==> config.mk <==
export PLATFORM = sky130hd
export DESIGN_NAME = pipe_adder
export DESIGN_NICKNAME = d
export VERILOG_FILES = /design/src/rtl/pipe_adder.sv
export SDC_FILE = /design/constraint.sdc
export NUM_CORES = 1
export LEC_CHECK = 0
export BUFFER_PORTS_ARGS = -buffer_cell sky130_fd_sc_hd__clkbuf_2
export CAP_MARGIN = 20
export CORE_MARGIN = 4
export CORE_UTILIZATION = 52
export CTS_BUF_LIST = sky130_fd_sc_hd__clkbuf_8
export DETAILED_ROUTE_END_ITERATION = 8
export MAX_ROUTING_LAYER = met4
export PLACE_DENSITY = 0.81
export SLEW_MARGIN = 0
export SYNTH_ARGS = -nofsm -noshare
export SYNTH_HDL_FRONTEND = slang
export SYNTH_SLANG_ARGS = --single-unit
==> constraint.sdc <==
create_clock -name clk -period 1.94 [get_ports clk]
set_input_delay 0.194 -clock clk [delete_from_list [all_inputs] [get_ports clk]]
set_output_delay 0.194 -clock clk [all_outputs]
set_load 0.02 [all_outputs]
==> src/rtl/pipe_adder.sv <==
// Pipelined WIDTH-bit unsigned adder with valid/ready on both sides, flush and a pass-through tag.
// Define PIPE_ADDER_SAT_EN to saturate ans to all ones on carry-out (carry still reports the true carry).
module pipe_adder #(
  parameter int WIDTH  = 8,
  parameter int STAGES = 2,
  parameter int TAG_W  = 4
) (
  input  logic             clk,
  input  logic             rst_n,
  input  logic             flush,
  input  logic             in_valid,
  output logic             in_ready,
  input  logic [WIDTH-1:0] operand1,
  input  logic [WIDTH-1:0] operand2,
  input  logic [TAG_W-1:0] in_tag,
  output logic             out_valid,
  input  logic             out_ready,
  output logic [WIDTH-1:0] ans,
  output logic             carry,
  output logic [TAG_W-1:0] out_tag,
  output logic             busy
);

  typedef struct packed {
    logic             carry;
    logic [WIDTH-1:0] ans;
    logic [TAG_W-1:0] tag;
  } entry_t;

  logic [STAGES-1:0] v;
  logic [STAGES-1:0] adv;
  logic [STAGES-1:0] load;
  logic [STAGES:0]   room;
  logic [WIDTH:0]    sum;
  entry_t            new_entry;
  entry_t            stage_q [STAGES];

  assign sum = {1'b0, operand1} + {1'b0, operand2};

  always_comb begin
    new_entry       = '0;
    new_entry.carry = sum[WIDTH];
    new_entry.tag   = in_tag;
`ifdef PIPE_ADDER_SAT_EN
    new_entry.ans   = sum[WIDTH] ? {WIDTH{1'b1}} : sum[WIDTH-1:0];
`else
    new_entry.ans   = sum[WIDTH-1:0];
`endif
  end

  // room[k]: stage k can take a new entry this cycle, i.e. it is empty or
  // the stall chain from the output is broken somewhere at or below it.
  always_comb begin
    // NOTE: every combinational output gets a default before the loop so no path leaves it unassigned (no latch).
    room         = '0;
    room[STAGES] = out_ready;
    for (int k = STAGES - 1; k >= 0; k--) begin
      room[k] = !v[k] || room[k+1];
    end
  end

  assign adv      = v & room[STAGES:1];
  assign in_ready = room[0];

  always_comb begin
    load    = '0;
    load[0] = in_valid && in_ready;
    for (int k = 1; k < STAGES; k++) begin
      load[k] = adv[k-1];
    end
  end

  always_ff @(posedge clk or negedge rst_n) begin
    // NOTE: sequential state uses non-blocking assignments so every stage samples pre-edge values.
    if (!rst_n) begin
      v <= '0;
    end else if (flush) begin
      v <= '0;
    end else begin
      for (int k = 0; k < STAGES; k++) begin
        if (load[k]) begin
          v[k] <= 1'b1;
        end else if (adv[k]) begin
          v[k] <= 1'b0;
        end
      end
    end
  end

  // NOTE: payload registers carry no reset; they are only ever observed when qualified by a valid bit.
  always_ff @(posedge clk) begin
    if (load[0]) begin
      stage_q[0] <= new_entry;
    end
    for (int k = 1; k < STAGES; k++) begin
      if (load[k]) begin
        stage_q[k] <= stage_q[k-1];
      end
    end
  end

  assign out_valid = v[STAGES-1];
  assign ans       = stage_q[STAGES-1].ans;
  assign carry     = stage_q[STAGES-1].carry;
  assign out_tag   = stage_q[STAGES-1].tag;
  assign busy      = |v;

endmodule

==> results of run 1 <==
[area by class of cell]
cell class | count | area (um^2) | area share, %
clock inverter | 1 | 30.0 | 1.97
clock buffer | 3 | 41.3 | 2.71
timing repair buffer | 42 | 218 | 14.3
sequential | 28 | 831 | 54.5
tap | 28 | 35.0 | 2.30
multi-input combinational | 48 | 358 | 23.5
inverter | 3 | 11.3 | 0.739
[worst paths after layout]
path,end,start,cells after the start
setup / recovery,stage_q[0][0]$_DFFE_PP_,v[1]$_DFFE_PN0P_,3
hold / removal,v[1]$_DFFE_PN0P_,flush,2
setup reg to reg,stage_q[0][0]$_DFFE_PP_,v[1]$_DFFE_PN0P_,3
hold reg to reg,stage_q[0][19]$_DFFE_PP_,stage_q[0][6]$_DFFE_PP_,0
max in group asynchronous,v[1]$_DFFE_PN0P_,rst_n,2
min in group asynchronous,v[0]$_DFFE_PN0P_,rst_n,2
[sequential cells by signal, indices dropped and copies added, names as in the netlist]
register and flops:
stage_q 26, v 2
[power groups by stage]
| stage | Sequential, mW | Combinational (mW) | Clock (mW) |
|---|---|---|---|
| after floorplan | 0.746 | 0.136 | 0 |
| after global placement | 0.744 | 0.178 | 0 |
| after detailed placement | 0.748 | 0.185 | 0 |
| after CTS | 0.734 | 0.187 | 0.449 |
| after global routing | 0.738 | 0.207 | 0.480 |
| final | 0.733 | 0.186 | 0.437 |
[cells in the final DEF (no fill, tap or decap), types with 2 or more instances in the layout]
master    instances
a21o_1            2
a21oi_1           6
a311o_1           2
xnor2_1           2
ha_1              8
xor2_1            2
dfrtp_1           2
nor3_1            2
clkbuf_2         40
nand2_1           4
inv_1             2
nor2_1            5
edfxtp_1         26
nand3_1           2
clkbuf_8          3
nor2b_1           4
[cell families after synthesis]
family	Yosys count	synth area share [%]
compound gates	14	7.37
xor+xnor	4	2.72
fa+ha+maj	9	9.31
buf+inv	15	7.86
flops	28	64.4
mux	1	0.776
simple gates	20	7.57
[through the flow]
stage	utilization, %	cells	hold slack (ps)
6_report	67.0	153	82.6
5_1_grt	67.0	153	70.7
4_1_cts	67.0	153	73.8
3_3_place_gp	63.4	148	-21.0
3_5_place_dp	63.4	148	-15.2
2_1_floorplan	-	91	-102
[critical path: stages (launching register included)]
cell and delay [ps]:
dfrtp_1 390, nor2b_1 170, nand2_1 90, and2_1 450
[metal layers]
| metal | track usage [%] | up-vias | part of all wire, % |
|---|---|---|---|
| li1 | - | 392 | - |
| met1 | 13.1 | 352 | 39 |
| met2 | 20.2 | 27 | 51 |
| met3 | 2.90 | 6 | 7.5 |
| met4 | 8.94 | 0 | 3.3 |
| met5 | - | - | 0 |
[timing repair]
action                                 4_1_cts  5_1_grt
resized for setup                            0        0
endpoints found under the hold margin        2        0
hold buffers                                 1        0
setup endpoints to repair                    0        0
==> flow_summary.toml, run 1 <==
[route]
routed_wl_um = 1810
vias = 777
first_iter_violations = 11
drcViolationCount = 0
drtAntennaViolNets = 0
wl_per_cell_um = 11.8
vias_per_cell = 5.08
firstDrtPassIters = 2

[global_routing]
grt_max_degree = 17
grt.total_usage_pct = 12.4
grt_first_pass_wirelength_um = 3000
grt_antenna_before_repair = 0
first_global_vias = 723
overflow = 0

[power]
vdd_drop_max_uv = 484
power_density_nw_per_um2 = 890
p_leak_nw = 0.663
power_frac_clock_pct = 32.2
p_switching_mw = 0.278
power_mw = 1.36
switching_share_pct = 20.5
internal-power_mw = 1.08
seqPwrFrac_pct = 54.1
combPwrFrac_pct = 13.7

[placed_design]
io_buffer_count = 40
place_ws_ps = 254
placed_area_um2 = 1440
routabilityCongestion = 0.781
hpwl_um = 1510

[cts]
clockBufferDepth = 2
clkLatencyLatePin_ps = 270
numCtsBuffers = 3
clock-sinks = 28
tritoncts = "built"
cts_setup_buffers = 0
clkTransAtPathRegs_ps = 90
cts_root_buffer = "clkbuf_8"
h-tree-depth = 1

[setup_path]
crit_path_start_kind = "flop"
crit_path_end_kind = "flop"
cp_max_fo = 13
critPathRequiredTime_ps = 1850
worstPathArrival_ps = 1370
r2r_slack_ps = 480
crit_type = "flop to flop"

[yosys]
synthMostInstantiatedCell = "edfxtp_1"
synthTopCellsByArea = "edfxtp_1, ha_1, buf_4, dfrtp_1, a21oi_1"
synthTopCellsByCount = "edfxtp_1, buf_4, ha_1"
synth.distinct_cells = 25
yosys_warnings = 0
syn_nets = 125
ys.flop_type = "edfxtp_1"
synth_edf_count = 26
ys_ff_latch = 28
ys_async_sr_fraction_pct = 7.14
synth_area_um2 = 1290
synth.top_cell.area_share_pct = 60.5
yosys.area.top_type = "edfxtp_1"
synthCells = 91
syn_area_per_cell_um2 = 14.2
yosysSeqAreaShare_pct = 64.4

[run_status]
status = "complete, no violations"

[final_layout]
final_area_um2 = 1520
drive_above_1_share_pct = 37.6
final_nets = 160
nFillCells = 168
antenna_cells = 0
area_growth_pct = 18.1

[timing]
skew_ps = 4.74
worst_pin_slew_ps = 512
drv_slew = 0
finalSetupViolCount = 0
finalHoldViolCount = 0
period_share_pct = 75.2
min_period_ps = 1460
setup_slack_ps = 482
relSlewSlack_pct = 65.9
fmax_mhz = 686
rsz0062_at_grt = "false"
tns_ps = 0

[die]
core_area_um2 = 2280
die_area_um2 = 3340
ios = 41
die_h_um = 57.8
start_util_pct = 56.7
rows = 17
die_w_um = 57.8

[job]
cap_violations = 0

[min_path]
hold_class = "primary input to flop"
(Power assumes the default switching activity.)
==> run 2, diff against run 1 <==
Settings changed: CORE_UTILIZATION 52 to 47, PLACE_DENSITY 0.81 to 0.78.
Clock period 1.94 ns to 1.2 ns, I/O delays scaled along.
==> run 2 against run 1 <==
Sequential cell count is the same. Register-to-register slack worse by 450 ps. Combinational power grew 140%. Cell count is 9.8% higher. Utilization up 2.6 points. Critical endpoint is now stage_q[0][9]$_DFFE_PP_. Via count grew 8.6%. Global-route usage grew 0.85 points. Hold slack worse by 54 ps. Critical path depth rose by 3.
==> flow_summary.toml, run 2 (synthesis results as in run 1) <==
[route]
first_iter_violations = 11
vias_per_cell = 5.02
vias = 844
routed_wl_um = 2270
drcViolationCount = 0
firstDrtPassIters = 4
drtAntennaViolNets = 0
wl_per_cell_um = 13.5

[global_routing]
first_global_vias = 843
grt_max_degree = 16
grt_first_pass_wirelength_um = 3450
grt_antenna_before_repair = 0
overflow = 0
grt.total_usage_pct = 13.2

[placed_design]
hpwl_um = 1770
io_buffer_count = 40
routabilityCongestion = 0.793

[cts]
numCtsBuffers = 3
clkTransAtPathRegs_ps = 80
h-tree-depth = 1
clockBufferDepth = 2
clkLatencyLatePin_ps = 260
clock-sinks = 28
tritoncts = "built"
cts_root_buffer = "clkbuf_8"

[setup_path]
slowest_delay_ps = 330
ff2ff_path_depth = 3
crit_path_end_kind = "flop"
crit_type = "primary input to flop"
critPathLaunch = "operand1[2]"
crit_path_start_kind = "primary input"
slowest_stage = "a311o_1"
cp_max_fo = 3
r2r_end = "stage_q[0][3]$_DFFE_PP_"
timing.rr.start = "v[1]$_DFFE_PN0P_"
path_cells = "clkbuf_2 > ha_4 > nand3_2 > a21oi_2 > nor4_1 > a311o_1"
r2r_slack_ps = 30
worstPathArrival_ps = 1200
crit_buf_inv = 1
critPathTopFamily = "compound AO/OA/AOI/OAI gates"
critPathRequiredTime_ps = 1210

[die]
rows = 18
die_w_um = 60.4
die_area_um2 = 3650
ios = 41
start_util_pct = 50.7
die_h_um = 60.4
core_area_um2 = 2540

[final_layout]
reg_top3 = "stage_q: 26 flops, v: 2 flops"
area_growth_pct = 37.1
drive_above_1_share_pct = 56.5
layout_commonest_cell = "clkbuf_2"
final_nets = 173
seqCellArea_um2 = 833
antenna_cells = 0
top_register = "stage_q"
nFillCells = 163
largest_reg_flops = 26
layout_common_cells = "clkbuf_2, edfxtp_1, buf_4"
multi_input_area_um2 = 485
fin_util_pct = 69.5

[timing]
finalHoldViolCount = 0
tns_ps = 0
relSlewSlack_pct = 76.9
min_period_ps = 1190
drv_slew = 0
skew_ps = 4.06
finalSetupViolCount = 0
worst_pin_slew_ps = 338
fmax_mhz = 839
rsz0062_at_grt = "true"
period_share_pct = 99.3

[min_path]
min_path_cells = 2
min_from = "flush"
hold_class = "primary input to flop"
holdPathEnd = "v[1]$_DFFE_PN0P_"

[run_status]
status = "complete, no violations"

[job]
cap_violations = 0

[power]
p_leak_nw = 0.751
power_density_nw_per_um2 = 1190
vdd_drop_max_uv = 694
[run 2: cell count changes in the layout (fill, tap and decap cells not counted), moves of 3 or more]
cell      delta
buf_4       +12
ha_1         -5
ha_4         +5
clkbuf_2     -4
a21oi_1      -3
buf_6        +3
[run 2: metal layers]
layer | wire length (um) | GRT usage (%) | share of wire [%] | up-vias
li1 | - | - | - | 419
met4 | 25 | 5.06 | 1.1 | 0
met2 | 1230 | 24.5 | 54 | 31
met5 | 0 | - | 0 | -
met1 | 856 | 14.1 | 38 | 392
met3 | 150 | 1.91 | 6.6 | 2
[run 2: layout make-up]
type | instances | area share [%]
Timing Repair Buffer | 55 | 20.2
Tap cell | 30 | 2.12
Sequential cell | 28 | 47.1
Multi-Input combinational cell | 48 | 27.4
Inverter | 3 | 0.636
Clock inverter | 1 | 0.212
Clock buffer | 3 | 2.33
[run 2: metrics by stage]
step	setup WS [ps]	hold slack (ps)	power [mW]	area (um^2)	instances
after floorplan	-96.4	-176	1.46	1390	91
after global placement	-255	-95.4	1.58	1630	160
after detailed placement	-331	-90.4	1.61	1630	160
after global routing	-31.6	16.7	2.21	1770	168
final	8.47	28.4	2.10	1770	168
after CTS	-4.68	18.5	2.09	1710	167
[run 2: worst max path at each step]
stage                     slack [ps]  depth (start not counted)                        to
after floorplan                 -100                          6  stage_q[0][10]$_DFFE_PP_
after global placement          -250                          7  stage_q[0][10]$_DFFE_PP_
after detailed placement        -330                          7  stage_q[0][10]$_DFFE_PP_
after CTS                         -5                          7  stage_q[0][10]$_DFFE_PP_
after global routing             -30                          3                  in_ready
final                              8                          6   stage_q[0][9]$_DFFE_PP_
[run 2: worst register-to-register path, delay by kind of cell (launching register included)]
family	cells	cell delay, ps
DFF	1	420
and+or+nand+nor	3	450
[run 2: repair_timing]
action                                 CTS  global route
setup endpoints to repair                3             8
endpoints found under the hold margin    2             0
pin swaps                                4             7
hold buffers                             1             0
gates resized for setup                  4            11
buffers inserted                         2             1
cloned                                   0             0
[run 2: power by group]
| part | internal, mW | switching [mW] | leakage [nW] |
|---|---|---|---|
| Sequential | 1.17 | 0.0199 | 0.272 |
| Combinational | 0.224 | 0.221 | 0.452 |
| Clock | 0.228 | 0.238 | 0.0269 |
| Total | 1.62 | 0.479 | 0.751 |
